[config.mk]
export PLATFORM = sky130hd
export DESIGN_NAME = seq_walker
export DESIGN_NICKNAME = d
export VERILOG_FILES = /design/src/rtl/seq_walker_pkg.sv /design/src/rtl/seq_step_table.sv /design/src/rtl/seq_walker.sv
export SDC_FILE = /design/constraint.sdc
export NUM_CORES = 1
export LEC_CHECK = 0
export BUFFER_PORTS_ARGS = -buffer_cell sky130_fd_sc_hd__buf_2
export CORE_MARGIN = 2
export CORE_UTILIZATION = 59
export CTS_BUF_LIST = sky130_fd_sc_hd__clkbuf_8 sky130_fd_sc_hd__clkbuf_16
export DETAILED_ROUTE_END_ITERATION = 6
export GPL_TIMING_DRIVEN = 1
export HOLD_SLACK_MARGIN = 0.08
export PLACE_DENSITY_LB_ADDON = 0.05
export SYNTH_ARGS = -nofsm -noshare
export SYNTH_HDL_FRONTEND = slang
export SYNTH_HIERARCHICAL = 1
export SYNTH_SLANG_ARGS = --single-unit
[constraint.sdc]
create_clock -name clk -period 3.2 [get_ports clk]
set_input_delay 0.64 -clock clk [delete_from_list [all_inputs] [get_ports clk]]
set_output_delay 0.64 -clock clk [all_outputs]
set_load 0.1 [all_outputs]
[src/rtl/seq_walker_pkg.sv]
// Shared helpers for the table-driven sequence walker: index width, step-entry
// layout {out, nxt0, nxt1} (MSB to LSB) and the reset contents of each entry.
package seq_walker_pkg;

    localparam int MAX_STEP_W = 64;

    function automatic int clog2(input int n);
        int w;
        w = 0;
        for (int v = n - 1; v > 0; v = v >> 1) w++;
        return w;
    endfunction

    function automatic int step_w(input int out_w, input int idx_w);
        return out_w + 2 * idx_w;
    endfunction

    // Default graph is a linear wrapping counter: out=i, both successors i+1.
    function automatic logic [MAX_STEP_W-1:0] default_step(input int i, input int n_steps,
                                                           input int out_w, input int idx_w);
        logic [MAX_STEP_W-1:0] o;
        logic [MAX_STEP_W-1:0] nx;
        o  = MAX_STEP_W'(i % (1 << out_w));
        nx = MAX_STEP_W'((i + 1) % n_steps);
        return (o << (2 * idx_w)) | (nx << idx_w) | nx;
    endfunction

endpackage

[src/rtl/seq_step_table.sv]
// Step register file: one synchronous write port, a successor read at the current
// index and an output-value read at the next index.
module seq_step_table
    import seq_walker_pkg::*;
#(
    parameter int N_STEPS = 8,
    parameter int OUT_W   = 3,
    parameter int IDX_W   = 3,
    parameter int STEP_W  = OUT_W + 2 * IDX_W
) (
    input  logic              clk,
    input  logic              reset,
    input  logic              wr_en,
    input  logic [IDX_W-1:0]  wr_idx,
    input  logic [STEP_W-1:0] wr_step,
    input  logic [IDX_W-1:0]  rd_idx,
    output logic [STEP_W-1:0] rd_step,
    input  logic [IDX_W-1:0]  out_idx,
    output logic [OUT_W-1:0]  out_val
);

    logic [STEP_W-1:0] tbl_q [N_STEPS];

    always_ff @(posedge clk or negedge reset) begin
        if (!reset) begin
            for (int i = 0; i < N_STEPS; i++) begin
                tbl_q[i] <= STEP_W'(default_step(i, N_STEPS, OUT_W, IDX_W));
            end
        end else if (wr_en && (int'(wr_idx) < N_STEPS)) begin
            tbl_q[wr_idx] <= wr_step;
        end
    end

    always_comb begin
        rd_step = '0;
        if (int'(rd_idx) < N_STEPS) rd_step = tbl_q[rd_idx];
    end

    always_comb begin
        out_val = '0;
        if (int'(out_idx) < N_STEPS) out_val = tbl_q[out_idx][STEP_W-1 -: OUT_W];
    end

endmodule

[src/rtl/seq_walker.sv]
// Table-driven sequence walker: index register, successor select with range
// recovery, and the registered saida/hit/err outputs.
module seq_walker
    import seq_walker_pkg::*;
#(
    parameter int N_STEPS   = 8,
    parameter int OUT_W     = 3,
    parameter int START_IDX = 0,
    parameter int TERM_IDX  = N_STEPS - 1,
    localparam int IDX_W    = clog2(N_STEPS)
) (
    input  logic             clk,
    input  logic             reset,
    input  logic             adv,
    input  logic             a,
    input  logic             wr_en,
    input  logic [IDX_W-1:0] wr_idx,
    input  logic [OUT_W-1:0] wr_out,
    input  logic [IDX_W-1:0] wr_nxt0,
    input  logic [IDX_W-1:0] wr_nxt1,
    output logic [IDX_W-1:0] cur_idx,
    output logic [OUT_W-1:0] saida,
    output logic             hit,
    output logic             err
);

    localparam int STEP_W = step_w(OUT_W, IDX_W);

    logic [IDX_W-1:0]  cur_idx_q, cur_idx_d;
    logic [OUT_W-1:0]  saida_q, saida_d;
    logic              hit_q, hit_d;
    logic              err_q, err_d;
    logic [STEP_W-1:0] cur_step;
    logic [IDX_W-1:0]  nxt;
    logic              nxt_legal;

    seq_step_table #(
        .N_STEPS (N_STEPS),
        .OUT_W   (OUT_W),
        .IDX_W   (IDX_W),
        .STEP_W  (STEP_W)
    ) u_table (
        .clk     (clk),
        .reset   (reset),
        .wr_en   (wr_en),
        .wr_idx  (wr_idx),
        .wr_step ({wr_out, wr_nxt0, wr_nxt1}),
        .rd_idx  (cur_idx_q),
        .rd_step (cur_step),
        .out_idx (cur_idx_d),
        .out_val (saida_d)
    );

    assign nxt       = a ? cur_step[IDX_W-1:0] : cur_step[2*IDX_W-1 -: IDX_W];
    assign nxt_legal = int'(nxt) < N_STEPS;

    always_comb begin
        cur_idx_d = cur_idx_q;
        err_d     = 1'b0;
        if (adv) begin
            if (nxt_legal) begin
                cur_idx_d = nxt;
            end else begin
                cur_idx_d = IDX_W'(START_IDX);
                err_d     = 1'b1;
            end
        end
        hit_d = adv && (cur_idx_d == IDX_W'(TERM_IDX));
    end

    // saida_d reads the table before this edge's write lands, so same-edge
    // writes show up one edge later.
    always_ff @(posedge clk or negedge reset) begin
        if (!reset) begin
            cur_idx_q <= IDX_W'(START_IDX);
            saida_q   <= OUT_W'(START_IDX);
            hit_q     <= 1'b0;
            err_q     <= 1'b0;
        end else begin
            cur_idx_q <= cur_idx_d;
            saida_q   <= saida_d;
            hit_q     <= hit_d;
            err_q     <= err_d;
        end
    end

    assign cur_idx = cur_idx_q;
    assign saida   = saida_q;
    assign hit     = hit_q;
    assign err     = err_q;

endmodule

# --- Word-level counts from Yosys, hierarchy flattened ---
# Index checks and enable logic that the tools add are counted.
totals:
  regBits: 79
  input_bits: 17
  out_inout_bits: 8
  elab_cells: 32
op_classes:
  order_cmp: 4
  n_eq_ne: 1
  mux: 11
  bitwise: 3
  n_reduce_logical: 2
op_table:
  columns: ["operator", "n"]
  rows:
  - ["$bwmux W72", 1]
  - ["$bmux W9 S3", 2]
  - ["$demux W9 S3", 1]
  - ["$mux W9", 3]
  - ["$ge A4 B4 Y1 const B", 3]
  - ["$mux W6", 2]
  - ["$not A3 Y4", 3]
  - ["$mux W3", 2]
  - ["$lt A4 B1 Y1 const B", 1]
  - ["$eq A3 B3 Y1 const B", 1]
  - ["$logic_and A1 B1 Y1", 2]

# --- Depth between registers and ports, before layout ---
depth:
  depth_word: 10
  ltp_mapped: 9

# --- Hierarchy ---
# Netlist, hierarchy kept.
modules_own_cells:
  columns: ["mod", "instances", "cells_each", "area_each_um2", "seq_area_each_um2"]
  rows:
  - ["seq_step_table", 1, 201, 3570.9, 1846.8]
  - ["seq_walker", 1, 23, 289.0, 175.2]

# --- Worst setup path before layout ---
# Ideal clock, no wire load.
synth_timing:
  path_type: "register -> register"
  startpoint: "reg cur_idx_q[0] (netlist: cur_idx[0])"
  endpoint: "reg saida_q[0] (netlist: saida[0])"
  t_arrival_ps: 3189
  required_ps: 3075
  slack_ps: -114
  stages_incl_launch_ff: 10
  period_less_slack_ps: 3314
  path_cell_list: "dfrtp_1 -> buf_6 -> buf_12 -> mux4_1 -> mux2_2 -> mux2i_1 -> a21oi_1 -> buf_2 -> mux4_2 -> mux2_2"
synth_via:
  elab_chain_cells: 10
synth_rtl:
  columns: ["element", "line_no", "text"]
  rows:
  - ["from (decl)", "seq_walker.sv:29", "logic [IDX_W-1:0] cur_idx_q, cur_idx_d;"]
  - ["from (signal assigned)", "seq_walker.sv:75", "cur_idx_q <= IDX_W'(START_IDX);"]
  - ["from (signal assigned)", "seq_walker.sv:80", "cur_idx_q <= cur_idx_d;"]
  - ["$not A3 Y4 (not written as such)", "seq_step_table.sv:36", "if (int'(rd_idx) < N_STEPS) rd_step = tbl_q[rd_idx];"]
  - ["$bmux W9 S3", "seq_step_table.sv:36", null]
  - ["$mux W6 (not written as such) (2 in series)", "seq_step_table.sv:36", null]
  - ["named net cur_step[3]", "seq_walker.sv:33", "logic [STEP_W-1:0] cur_step;"]
  - ["$mux W3", "seq_walker.sv:54", "assign nxt = a ? cur_step[IDX_W-1:0] : cur_step[2*IDX_W-1 -: IDX_W];"]
  - ["$mux W3", "seq_walker.sv:60", "if (adv) begin"]
  - ["named net cur_idx_d[0]", "seq_walker.sv:29", null]
  - ["$not A3 Y4 (not written as such)", "seq_step_table.sv:41", "if (int'(out_idx) < N_STEPS) out_val = tbl_q[out_idx][STEP_W-1 -: OUT_W];"]
  - ["$bmux W9 S3", "seq_step_table.sv:41", null]
  - ["$mux W9 (not written as such) (2 in series)", "seq_step_table.sv:41", null]
  - ["named net saida_d[0]", "seq_walker.sv:30", "logic [OUT_W-1:0] saida_q, saida_d;"]
  - ["to (signal assigned)", "seq_walker.sv:76", "saida_q <= OUT_W'(START_IDX);"]
  - ["to (signal assigned)", "seq_walker.sv:81", "saida_q <= saida_d;"]
  - ["to (decl)", "seq_walker.sv:30", null]
# The timed path passes the listed nets, and every way through them passes these cells. The select of a mux whose other input is x is not followed.
# A chain may end at the register's enable or synchronous reset.

# --- Final worst setup path ---
layout_timing:
  startpoint: "reg cur_idx_q[0] (netlist: cur_idx[0])"
  endpoint: "reg saida_q[1] (netlist: saida[1])"
# The elaborated chain is that of the path after synthesis.

==> results.md <==
* Outcome: finished, final reports clean
* M1 WL at 3261 um
* Cells resized by post-CTS repair at 0
* Cts-stage hold buffer count at 0
* Max layer used: met4
* Power share of the clock group at 19.6%
* Warnings, synthesis at 6
* Clock tree from TritonCTS: done
* Synth-to-Final Area Change at 10.10%
* Number of input and output port buffers inserted at 23
* Layout net count at 259
* Switching power summed over all nets at roughly 1.2 mW
* Die span in x at about 83 um
* CTS sink count at 79
* CTS H-tree lvls at 3
* Vias in the first global route at 2145
* Antenna diode instance count at 0
* Slew HR at 39.97%
* Number of remaining DRC errors at 0
* Number of buffers created by CTS at 9
* Worst supply voltage drop on vdd at 0.9204 mV
* Count of boundary I/O pins at 25
* Post-Route Utilization at about two thirds
* Height of the chip at 82.86 um
* Sw Share at 34.29%
* Area of the core at 5956 um2
* Final setup violation count at 0
* Average routed wire per standard cell at 21.82 um
* Pin count of the biggest net entering global routing at 41
* Initial drt markers at between 100 and 150
* Area of the die at 6865 um2
* Clock root buffer master: sky130_fd_sc_hd__clkbuf_8
* WHS at 0.3565 ns
* Worst-case clock skew at 0.007960 ns
* Worst Tran Pin Value at 0.8966 ns
* Number of antenna violations at the first check in global routing at 0
* Most frequent cells in the layout: sky130_fd_sc_hd__mux2_2, sky130_fd_sc_hd__dfrtp_1, sky130_fd_sc_hd__dfstp_2
* CP Launch Type: flip-flop
* Critical path peak fanout at 8
* Minimum period implied by the final worst setup slack at 2.758 ns
* Avg Synthesized Cell Area at about 17 um2
* Number of setup buffers added after CTS at 0
* Leakage power at 1.723 nW
* Final Max Slew Viols at 0
* Routability cong. at about 0.8
* Total power divided by cell area at roughly 850 nW/um2
* Drt total wl at 7027 um
* Gr usage total at 22.35%
* Worst reg2reg path depth at 7
* Type of the most critical hold path: input pin to async pin
* Total via count after detailed routing at 1986
* Global-route wire length before repair at 11700 um
* First-pass iteration count of the detailed router at 4
* Part of the power in registers at 42.7%
* Max-cap viol count at 0
* Net Count, Synth at 232
* Fraction of layout cells with a size suffix above 1 at a little over two thirds
* Number of nets still failing antenna checks after routing at 0
* Remaining global-route overflow at 0
* Average via count per standard cell at 6.168
* Clock transition at the registers of the reported paths at roughly 0.08 ns
* Worst endpoint data arrival time at 2.99 ns
* Effective utilization at floorplan at 61.60%
* Met2 Routed Length at 3443 um
* Share of power burned in combinational logic at 37.7%
* Insertion delay of the later-clocked pin in the worst-skew pair at roughly 0.34 ns
* Period utilisation layout at 86.19%
* Unrepaired setup endpoints after global routing: false
* Final HPWL from detailed placement at approximately 4700 um
* Row count at 28
* Achievable Freq at 362.6 MHz
* CP Data Required Time at between 3 and 4 ns
* Gate count after technology mapping at 215
* Critical Path End Type: flip-flop
* Critical path start-end classification: flip-flop to flip-flop
* Count of filler cells inserted in the layout at 425
* Design internal power at 2.262 mW
* Most common cell after layout, fill and taps aside: sky130_fd_sc_hd__mux2_2
* Aggregate negative setup slack at 0 ns
* Buffer levels on the longest clock path at 2
* WL met3 at approximately 200 um
* Cell area after synthesis at 3669 um2
* Hold violation total from the final report at 0
==> worst max-delay path, cell delays in order (launching register included) <==
cell and delay (ns):
sky130_fd_sc_hd__dfrtp_2 0.50, sky130_fd_sc_hd__buf_4 0.22, sky130_fd_sc_hd__mux4_1 0.57, sky130_fd_sc_hd__mux2_2 0.31, sky130_fd_sc_hd__mux2i_1 0.15, sky130_fd_sc_hd__a21oi_1 0.25, sky130_fd_sc_hd__mux4_2 0.37, sky130_fd_sc_hd__mux2_2 0.28
==> state kept, by name, indices dropped and copies added (netlist names) <==
name           flops
hit                1
cur_idx            3
u_table/tbl_q     72
saida              3
==> power by group through the flow <==
stage          logic [mW]  registers, mW  clock network (mW)
4_1_cts              1.31           1.47               0.687
3_3_place_gp         1.26           1.47                   0
5_1_grt              1.37           1.50               0.740
6_report             1.30           1.47               0.675
2_1_floorplan       0.823           1.71                   0
3_5_place_dp         1.31           1.49                   0
==> layer usage <==
layer,vias to the layer above,track usage [%]
li1,866,-
met1,1062,31.49
met2,47,34.97
met3,11,3.579
met4,0,9.538
met5,-,0
==> final cells by class <==
cell class,count,area (um2),area share [%]
flip-flops and latches,79,2023,50.09
multi-input cells,120,1565,38.75
repair buffers,31,175.2,4.337
clock buffers,9,123.9,3.067
well taps,75,93.84,2.323
clock inverters,7,53.80,1.332
inverters,1,3.754,0.09294
==> worst paths after layout <==
path / slack [ns] / endpoint / startpoint
setup / recovery: 0.44 / saida[1]$_DFF_PN0_ / cur_idx[0]$_DFF_PN0_
max in group asynchronous: 2.46 / cur_idx[0]$_DFF_PN0_ / reset
min in group clk: 0.50 / u_table/tbl_q[0]$_DFFE_PN0P_ / u_table/tbl_q[0]$_DFFE_PN0P_
hold / removal: 0.36 / u_table/tbl_q[18]$_DFFE_PN0P_ / reset
setup reg to reg: 0.44 / saida[1]$_DFF_PN0_ / cur_idx[0]$_DFF_PN0_
hold reg to reg: 0.50 / u_table/tbl_q[0]$_DFFE_PN0P_ / u_table/tbl_q[0]$_DFFE_PN0P_
==> metrics by stage <==
stage          setup WS, ns  power (mW)  cells  area [um2]
2_1_floorplan       0.07333       2.538    215        3670
3_3_place_gp         0.5726       2.732    306        3861
3_5_place_dp         0.4143       2.795    306        3861
4_1_cts              0.3959       3.470    322        4039
5_1_grt              0.3503       3.613    322        4039
6_report             0.4419       3.443    322        4039
(Power assumes the default switching activity.)
